--- config.mk ---
export PLATFORM = sky130hd
export DESIGN_NAME = mem_access_unit
export DESIGN_NICKNAME = d
export VERILOG_FILES = /design/src/rtl/mem_access_unit.sv
export SDC_FILE = /design/constraint.sdc
export NUM_CORES = 1
export LEC_CHECK = 0
export ABC_CLOCK_PERIOD_IN_PS = 4800
export BUFFER_PORTS_ARGS = -buffer_cell sky130_fd_sc_hd__buf_4
export CAP_MARGIN = 20
export CORE_ASPECT_RATIO = 1.1
export CORE_UTILIZATION = 50
export CTS_CLUSTER_DIAMETER = 60
export DETAILED_ROUTE_END_ITERATION = 12
export GPL_ROUTABILITY_DRIVEN = 1
export PLACE_DENSITY = 0.81
export RECOVER_POWER = 50
export SLEW_MARGIN = 20
export SYNTH_ARGS = -nofsm -noshare
export SYNTH_HDL_FRONTEND = slang
export SYNTH_SLANG_ARGS = --single-unit
--- constraint.sdc ---
create_clock -name clk_i -period 4.8 [get_ports clk_i]
set_input_delay 0.48 -clock clk_i [delete_from_list [all_inputs] [get_ports clk_i]]
set_output_delay 0.48 -clock clk_i [all_outputs]
set_load 0.01 [all_outputs]
--- src/rtl/mem_access_unit.sv ---
// MEM-stage front end: latches one load/store, runs a req/ack memory handshake with timeout, stalls the CPU meanwhile.
// Latency 1+N stall cycles (N = REQ cycles to ack); no queueing, one access outstanding at a time.
module mem_access_unit #(
  parameter int TIMEOUT = 16,
  parameter int CNT_W   = 5
) (
  input  logic        clk_i,
  input  logic        rst_i,
  input  logic        MemRead_i,
  input  logic        MemWrite_i,
  input  logic [31:0] addr_i,
  input  logic [31:0] data_i,
  output logic [31:0] data_o,
  output logic        stall_o,
  output logic        misalign_o,
  output logic        timeout_o,
  output logic        mem_req_o,
  output logic        mem_we_o,
  output logic [31:0] mem_addr_o,
  output logic [31:0] mem_wdata_o,
  input  logic [31:0] mem_rdata_i,
  input  logic        mem_ack_i
);

  typedef enum logic [1:0] {IDLE, REQ, DONE} state_t;

  localparam logic [CNT_W-1:0] CNT_LAST = CNT_W'(TIMEOUT - 1);

  state_t            state_q, state_d;
  logic [31:0]       data_q, data_d;
  logic [31:0]       addr_q, addr_d;
  logic [31:0]       wdata_q, wdata_d;
  logic              req_q, req_d;
  logic              we_q, we_d;
  logic              mis_q, mis_d;
  logic              to_q, to_d;
  logic [CNT_W-1:0]  cnt_q, cnt_d;

  logic access, aligned;

  assign access  = MemRead_i | MemWrite_i;
  assign aligned = (addr_i[1:0] == 2'b00);

  always_comb begin
    state_d = state_q;
    data_d  = data_q;
    addr_d  = addr_q;
    wdata_d = wdata_q;
    req_d   = req_q;
    we_d    = we_q;
    mis_d   = 1'b0;
    to_d    = to_q;
    cnt_d   = cnt_q;
    case (state_q)
      IDLE: begin
        if (access) begin
          if (aligned) begin
            addr_d  = addr_i;
            wdata_d = data_i;
            we_d    = MemWrite_i;
            req_d   = 1'b1;
            cnt_d   = '0;
            state_d = REQ;
          end else begin
            mis_d  = 1'b1;
            data_d = '0;
          end
        end
      end
      REQ: begin
        // ack wins over a timeout landing in the same cycle
        if (mem_ack_i) begin
          req_d   = 1'b0;
          if (!we_q) data_d = mem_rdata_i;
          state_d = DONE;
        end else if (cnt_q == CNT_LAST) begin
          req_d   = 1'b0;
          data_d  = '0;
          to_d    = 1'b1;
          state_d = DONE;
        end else begin
          cnt_d = cnt_q + 1'b1;
        end
      end
      DONE:    state_d = IDLE;
      default: state_d = IDLE;
    endcase
  end

  always_ff @(posedge clk_i or negedge rst_i) begin
    if (!rst_i) begin
      state_q <= IDLE;
      data_q  <= '0;
      addr_q  <= '0;
      wdata_q <= '0;
      req_q   <= 1'b0;
      we_q    <= 1'b0;
      mis_q   <= 1'b0;
      to_q    <= 1'b0;
      cnt_q   <= '0;
    end else begin
      state_q <= state_d;
      data_q  <= data_d;
      addr_q  <= addr_d;
      wdata_q <= wdata_d;
      req_q   <= req_d;
      we_q    <= we_d;
      mis_q   <= mis_d;
      to_q    <= to_d;
      cnt_q   <= cnt_d;
    end
  end

  // Stall rises in the detect cycle so the CPU freezes before the request is even issued
  assign stall_o = rst_i & ((state_q == REQ) | ((state_q == IDLE) & access & aligned));

  assign data_o      = data_q;
  assign misalign_o  = mis_q;
  assign timeout_o   = to_q;
  assign mem_req_o   = req_q;
  assign mem_we_o    = we_q;
  assign mem_addr_o  = addr_q;
  assign mem_wdata_o = wdata_q;

endmodule

==> impl_summary.md, run 1 <==
Clock network
The number of buffers added for setup after CTS is 0. The number of gates given a new drive strength after cts is 0. The number of levels in the clock H-tree is 3. TritonCTS built the clock tree. Clock-pin slew was measured on the worst setup and hold paths at around 0.1 ns. The clock passes through at most 2 buffers. The number of sinks driven by the clock tree is 107. TritonCTS created 9 clock buffers. The number of hold buffers added after CTS was 0. The root buffer selected by CTS is clkbuf_8.

The later pin in the worst-skew pair is clocked with a latency of approximately 0.34 ns.

Power
Combinational logic burns 24.0% of the power. The portion of total power attributed to the clock network is 24.9%. The relative contribution of sequential cells to total power is 51.1%. The internal portion of the total power is 1557 uW. The power density over the cells is 397.5 mW/mm^2. The fraction of power spent switching nets is 31.59%. Summed over all nets, the switching power comes to 718.7 uW. The worst-case IR drop observed on VDD is ~0.20 mV. The leakage power total is a little under 0.003 uW.

Floorplanning
The core box area is 0.008364 mm^2. The starting utilization of the core area is approximately half. 202 I/O pins were placed. From bottom edge to top edge, the die measures 99.48 um. The horizontal die dimension is between 90 and 100 um. The floorplan has 35 rows.

The floorplan step defined a die boundary enclosing between 0.009 and 0.01 mm^2.

STA
The worst hold slack is 0.1314 ns. At the pin with the least slew margin, the transition time is 0.8331 ns. Setup violations remaining at the end of the flow were counted as 0. After routing, the total negative slack on setup checks comes to 0 ns. Setup repair after global routing left no endpoint under its margin. Measured against its own limit, the worst slew margin works out to a little over two fifths. The worst path meets setup with around 2.2 ns of slack. The final period utilization is 54.97%. Across the routed clock network, the largest skew measured is 0.009449 ns.

For this run, the top clock speed supported by timing is 0.3790 GHz. The final hold violation count is 0. The worst path needs 2.639 ns of the cycle, external delays included. The number of max-slew violations in the final report is 0.

Detailed routing
The wire length per cell is 13.32 um. The first-pass iteration count of the detailed router is 4. The post-detailed-route count of antenna-violating nets is 0. Wires add up to approximately 10 mm.

Using the TritonRoute via totals, the vias-per-cell ratio works out to approximately 4.7. For this run, design rule violations remaining after detail routing come to 0. For this block, the initial DRC count from the detailed router was ~150. The final route contains 3582 vias.

Setup path
The startpoint of the lowest-slack register-to-register path is state_q[0]. Along the worst path, the maximum fanout reaches 4. The peak per-stage delay on the critical path is 0.75 ns. The element type at the critical path start is a flop.

The total number of cells along the worst setup path is 5. At the worst endpoint, the arrival time is ~2.2 ns. In this run the worst setup path begins at state_q[0]. The critical path endpoint category is an output pin. The setup slack on the worst flop-to-flop path is 2.31 ns. Traced cell by cell, the critical path runs through nor4_1 > nor2b_4 > nor2_1 > nor2b_1 > buf_4. Measured in cells, the most critical reg-to-reg path has a length of 5. Data on the critical path is required at its endpoint by 4.32 ns.

The worst setup path is of the flop to output pin kind. The most critical setup path has its endpoint at stall_o. The capturing point of the worst reg2reg path is cnt_q[1]. The count of buffering cells on the critical path with inverters included is 1. The cell with the biggest individual delay on the critical path is nor4_1.

The cell family contributing the most delay on the critical path is simple AND/OR/NAND/NOR gates.

Run status
The run finished with clean final reports.

Global route
The number of antenna violations at the first check in global routing is 0. The pin count of the biggest net entering global routing is 64. The number of global-route vias before repair is 3516. The global-route congestion overflow total is 0. For this run, the total global-route usage over all layers was measured as a little under a quarter.

The first global-routing pass estimated 16.66 mm of wire.

Finish
The diode insertion count for antenna repair is 0. The finished cells cover 0.005724 mm^2. For this run, the share of the core covered by cells in the final layout is 68.44%. The post-layout net count is 749. The number of filler instances in the final layout is 755. Relative to the synthesized area, the layout overhead comes to 32.53%. The share of cells above drive strength 1 is a little under 20%.

Synthesis
The largest total area in the synthesized netlist belongs to dfrtp_1. During synthesis, Yosys emitted a total of 0 warnings. Counting flops and latches in the post-synthesis netlist gives roughly 110. Summing every instance area after synthesis gives between 0.004 and 0.005 mm^2. After synthesis, the cell types taking the most area are dfrtp_1 (62%), nand2_1 (19%), mux2i_1 (7.4%). The average instance in the mapped netlist occupies 9.577 um^2.

Sequential elements use 61.99% of the synthesized area. The net count after synthesis is between 500 and 600. The cell count after synthesis came out at 451. The post-synthesis cell type count is 29.

The area share of the largest cell type after synthesis is 61.99%.

Placed design
Summing all placed instances gives a cell area of roughly 0.0059 mm^2. Routability-driven placement finished with a final weighted congestion of 0.7815. The count of buffers added on input and output ports is 201. Once detailed placement completed, the half-perimeter wirelength came to 7.419 mm. The pre-CTS worst setup slack is about 2.6 ns.

Flow run
The reported max-cap violation count is 0.

Hold path
The tightest min-delay check is of the input port to async pin type.
[worst min path at each step]
stage | from | to | slack, ns | cells after the start
after global placement | mem_wdata_o[1] | mem_wdata_o[1] | 0.46 | 2
after detailed placement | mem_wdata_o[4] | mem_wdata_o[4] | 0.46 | 2
after floorplan | rst_i | cnt_q[0] | 0.18 | 0
final | rst_i | data_o[24] | 0.13 | 1
after CTS | rst_i | data_o[24] | 0.15 | 1
after global routing | rst_i | data_o[24] | 0.18 | 1
[power by group through the flow]
| stage | logic, uW | registers, uW | clock network [uW] |
|---|---|---|---|
| 2_1_floorplan | 225 | 1250 | 0 |
| 3_3_place_gp | 666 | 1180 | 0 |
| 3_5_place_dp | 685 | 1180 | 0 |
| 4_1_cts | 684 | 1170 | 583 |
| 5_1_grt | 611 | 1180 | 617 |
| 6_report | 545 | 1160 | 566 |
[metrics by stage]
stage | power (uW) | std cells
finish | 2275 | 762
global route | 2412 | 762
CTS | 2436 | 762
detailed placement | 1868 | 746
global placement | 1843 | 746
floorplan | 1476 | 451
[cells by family after synthesis]
family	count (synthesis)	synth area share [%]
AO/OA/AOI/OAI	11	1.883
XOR/XNOR	1	0.2028
adder cells (fa/ha/maj)	2	0.5793
buffers and inverters	56	5.852
flip-flops	107	61.99
multiplexers	32	7.416
AND/OR/NAND/NOR	242	22.07
[area by class of cell]
class	count	area (um^2)	share of cell area, %
Sequential cell	107	2678	46.78
Inverter	35	131.4	2.295
Tap cell	111	138.9	2.426
Multi-Input combinational cell	288	1400	24.46
Clock buffer	11	151.4	2.645
Clock inverter	5	61.31	1.071
Timing Repair Buffer	205	1164	20.33
[layout by cell type (no fill, tap or decap)]
cell	n
a21oi_1	1
nand2b_1	1
mux2i_1	32
nor2b_4	1
bufinv_16	1
o21ai_0	2
nand3_1	1
nand4_1	1
ha_1	2
dfrtp_1	107
clkbuf_8	11
and3_1	2
clkbuf_1	100
a211o_1	1
clkinv_4	1
and2_1	2
o2bb2ai_1	1
xnor2_1	1
nor2b_1	2
a22o_1	2
buf_4	105
nor2_1	5
a31o_2	1
nand2_1	223
nor3_1	1
a21o_1	1
o21ai_4	1
a32o_1	1
clkinvlp_4	3
inv_1	35
nor2_4	1
nor4_1	2
[cells in the mapped netlist]
| master | count |
|---|---|
| inv_1 | 35 |
| ha_1 | 2 |
| nor3_1 | 1 |
| mux2i_1 | 32 |
| clkbuf_1 | 9 |
| nor4_1 | 1 |
| o21ai_1 | 1 |
| o2bb2ai_1 | 1 |
| buf_2 | 7 |
| a211o_1 | 1 |
| buf_4 | 1 |
| a21o_1 | 1 |
| o21ai_0 | 2 |
| nand4_1 | 1 |
| a32o_1 | 1 |
| nor2_1 | 6 |
| nor2b_1 | 3 |
| and3_1 | 2 |
| a22o_1 | 2 |
| a21oi_1 | 1 |
| buf_6 | 4 |
| nor4_4 | 1 |
| nand2_1 | 223 |
| xnor2_1 | 1 |
| nand3_1 | 1 |
| nand2b_1 | 1 |
| dfrtp_1 | 107 |
| and2_1 | 2 |
| a31o_2 | 1 |
[per-layer routing]
metal | routed length, um | GRT usage [%] | part of all wire, %
met1 | 4240 | 29.48 | 42
met2 | 5177 | 40.03 | 51
met3 | 629 | 4.511 | 6.2
met4 | 103 | 7.692 | 1.0
met5 | 0 | 0 | 0
[sequential cells by signal, summed over array words and instances (netlist names)]
name,cells
cnt_q,5
timeout_o,1
data_o,32
misalign_o,1
state_q,2
mem_wdata_o,32
mem_we_o,1
mem_req_o,1
mem_addr_o,32
Note: power is estimated with default switching activity, not from simulation.
==> run 2: changes to the inputs <==
- ABC_CLOCK_PERIOD_IN_PS: 4800 -> 2400
- CORE_UTILIZATION: 50 -> 42
- PLACE_DENSITY: 0.81 -> 0.72
- clock period: 4.8 -> 2.4 ns (I/O delays scaled with it)
==> impl_summary.md, run 2 (synthesis results as in run 1) <==
Run status
Outcome: complete, no violations (unchanged).

Detailed routing
The wire length per cell was 13.31 um (was 13.32 um). The post-detailed-route count of antenna-violating nets is 0 (unchanged). The overall via count from detail_route is 3585 (was 3582).

The per-cell via count in the routed design is 4.644 (was 4.701). The detailed-route DRC error count came to 0 (unchanged). The first-pass iteration count of the detailed router is 4 (unchanged). The number of violations reported at the end of detailed-routing iteration 0 was 134 (was 154). The routed wire length is 10.28 mm (was 10.15 mm).

Hold path
The classification of the worst-slack hold path is input port to flop (was input port to async pin). The worst hold path passes through 3 cells. The launch instance of the worst min-delay path is data_i[21]. For hold timing, the worst endpoint is mem_wdata_o[21].

Setup path
The worst-case reg-to-reg path depth came to 7 (was 5). The kind of critical path is flop to output pin (unchanged). The critical-path maximum fanout was 4 (unchanged). The critical path endpoint category is an output pin (unchanged). The cell with the biggest individual delay on the critical path is dfrtp_1 (was nor4_1).

The cell family contributing the most delay on the critical path was simple AND/OR/NAND/NOR gates (unchanged). Cells along the critical path: nor4_4 > nor2b_4 > nor2_1 > nor2b_1 > buf_4 (was nor4_1 > nor2b_4 > nor2_1 > nor2b_1 > buf_4). The startpoint of the lowest-slack register-to-register path is cnt_q[0] (was state_q[0]). The required time at the worst-slack endpoint came to 2.16 ns (was 4.32 ns). The count of buffering cells on the critical path with inverters included is 1 (unchanged). The critical path arrival is 1.90 ns (was 2.16 ns).

The capturing point of the worst reg2reg path is data_o[4] (was cnt_q[1]). The peak per-stage delay on the critical path is 0.43 ns (was 0.75 ns). The setup slack on the worst flop-to-flop path is 0.43 ns (was 2.31 ns). The element type at the critical path start is a flop (unchanged).

Floorplanning
The horizontal die dimension came to 98.69 um (was 90.62 um). The cell row count is 38 (was 35). The overall die height is 108.4 um (was 99.48 um). The I/O pin total is 202 (unchanged). The core box area was 0.009937 mm^2 (was 0.008364 mm^2). The starting utilization of the core area is 43.47% (was 51.64%). The full die area is 0.01069 mm^2 (was 0.009014 mm^2).

Global route
The number of antenna violations at the first check in global routing was 0 (unchanged). The pin count of the biggest net entering global routing is 108 (was 64). The global-route congestion overflow total came to 0 (unchanged). The total routing resource utilization after global routing is 20.27% (was 23.19%). The number of global-route vias before repair is 3753 (was 3516). The global-route wire length before repair is 16.97 mm (was 16.66 mm).

Flow run
The reported max-cap violation count is 0 (unchanged).

Power
The leakage power total is 0.003212 uW (was 0.002982 uW). The maximum ir drop on the vdd rail is 0.3865 mV (was 0.2000 mV). The power density over the cells is 786.0 mW/mm^2 (was 397.5 mW/mm^2).

Clock network
The post-CTS clock slew at the launch and capture registers of the worst setup and hold paths was 0.09 ns (was 0.10 ns). The CTS tree is yes (unchanged). The number of buffers added for setup after CTS is 0 (unchanged). The number of sinks driven by the clock tree is 107 (unchanged).

The number of buffers added by the clock tree synthesis step came to 9 (unchanged). The clock latency on the worst-skew pair is 0.36 ns (was 0.34 ns). The deepest clock path buffer count is 2 (unchanged).

The root buffer selected by CTS is clkbuf_8 (unchanged). The number of levels in the clock H-tree came to 3 (unchanged).

STA
Unrepaired setup endpoints after global routing: false (unchanged). The routed design could run at a clock period as short as 2.139 ns. The final setup violation count is 0 (unchanged). The worst-case headroom to the max-slew limit is 4.749% (was 43.95%). The worst path uses 89.13% of the clock period.

The transition time at the pin with the least slew margin is 1.429 ns (was 0.8331 ns). The peak clock frequency supported by timing is 0.4675 GHz. The final setup skew is 0.008644 ns (was 0.009449 ns). The final hold violation count came to 0 (unchanged). The number of max-slew violations in the final report is 0 (unchanged). The setup TNS after final layout was 0 ns (unchanged).

Finish
The most common cell after layout, fill and taps aside is nand2_1 (unchanged). The post-layout net count is 752 (was 749). The final standard cell utilization of the core is 60.07% (was 68.44%). Highest-count cells in the layout ignoring fill and taps: nand2_1 (223), buf_4 (155), dfrtp_1 (107) (was nand2_1 (223), dfrtp_1 (107), buf_4 (105)). The diode insertion count for antenna repair came to 0 (unchanged). The synthesis-to-layout area growth came to 38.21% (was 32.53%).

The share of cells above drive strength 1 was 27.30% (was 19.20%). The total non-filler cell area in the finished layout is 0.005969 mm^2 (was 0.005724 mm^2).

Placed design
The post-placement cell area is 0.005949 mm^2 (was 0.005902 mm^2). The HPWL after detailed placement was 7.300 mm (was 7.419 mm). The number of input and output port buffers inserted is 201 (unchanged). The weighted congestion reported at the end of routability-driven placement was 0.7974 (was 0.7815).
==> run 2: cell types whose count changed in the layout (fill, tap and decap cells not counted), moves of 2 or more <==
cell	before	now
clkbuf_4	0	2
clkinvlp_4	3	0
clkbuf_1	100	49
buf_4	105	155
==> run 2: tightest hold or removal path: cells and delay by family <==
kind / cells / cell delay (ns)
simple gates: 2 / 0.08
buf+inv: 1 / 0.08
==> run 2: final cells by class <==
| class | count | area (um^2) |
|---|---|---|
| fillers | 900 | 3968 |
| flip-flops and latches | 107 | 2678 |
| multi-input cells | 288 | 1418 |
| repair buffers | 208 | 1393 |
| clock buffers | 12 | 165.2 |
| well taps | 120 | 150.1 |
| inverters | 35 | 131.4 |
| clock inverters | 2 | 35.03 |
==> run 2: worst max-delay path by stage <==
stage	start	endpoint	depth (start not counted)
4_1_cts	cnt_q[0]	data_o[4]	7
6_report	state_q[0]	stall_o	5
3_3_place_gp	cnt_q[0]	data_o[17]	7
5_1_grt	state_q[0]	stall_o	5
2_1_floorplan	cnt_q[0]	data_o[0]	9
3_5_place_dp	cnt_q[0]	data_o[4]	7
==> run 2: metal layers <==
layer / track usage, % / vias up / wire (um)
met5: 0 / - / 0
met3: 6.852 / 20 / 718
met4: 7.783 / 0 / 217
met1: 23.97 / 1665 / 4426
met2: 34.31 / 138 / 4913
li1: - / 1762 / -
==> run 2: timing repair <==
action | 4_1_cts | 5_1_grt
hold buffers | 1 | 0
endpoints found under the hold margin | 102 | 0
gates resized for setup | 0 | 1
endpoints found under the setup margin | 0 | 32
==> run 2: stage by stage <==
stage | power, uW | setup slack [ns] | hold slack (ns) | instances
5_1_grt | 4975 | 0.1208 | 0.03179 | 772
6_report | 4692 | 0.2608 | 0.05804 | 772
3_3_place_gp | 3707 | 0.2757 | 0.3862 | 757
3_5_place_dp | 3749 | 0.1446 | 0.3873 | 757
2_1_floorplan | 2952 | 0.4958 | -0.05559 | 451
4_1_cts | 4883 | 0.1128 | 0.04106 | 772
==> run 2: report_power, final <==
group	total (uW)	internal, uW	leakage (uW)	switching [uW]
Combinational	1230	575	0.00172	659
Clock	1130	556	0.000104	572
Sequential	2330	2140	0.00138	194
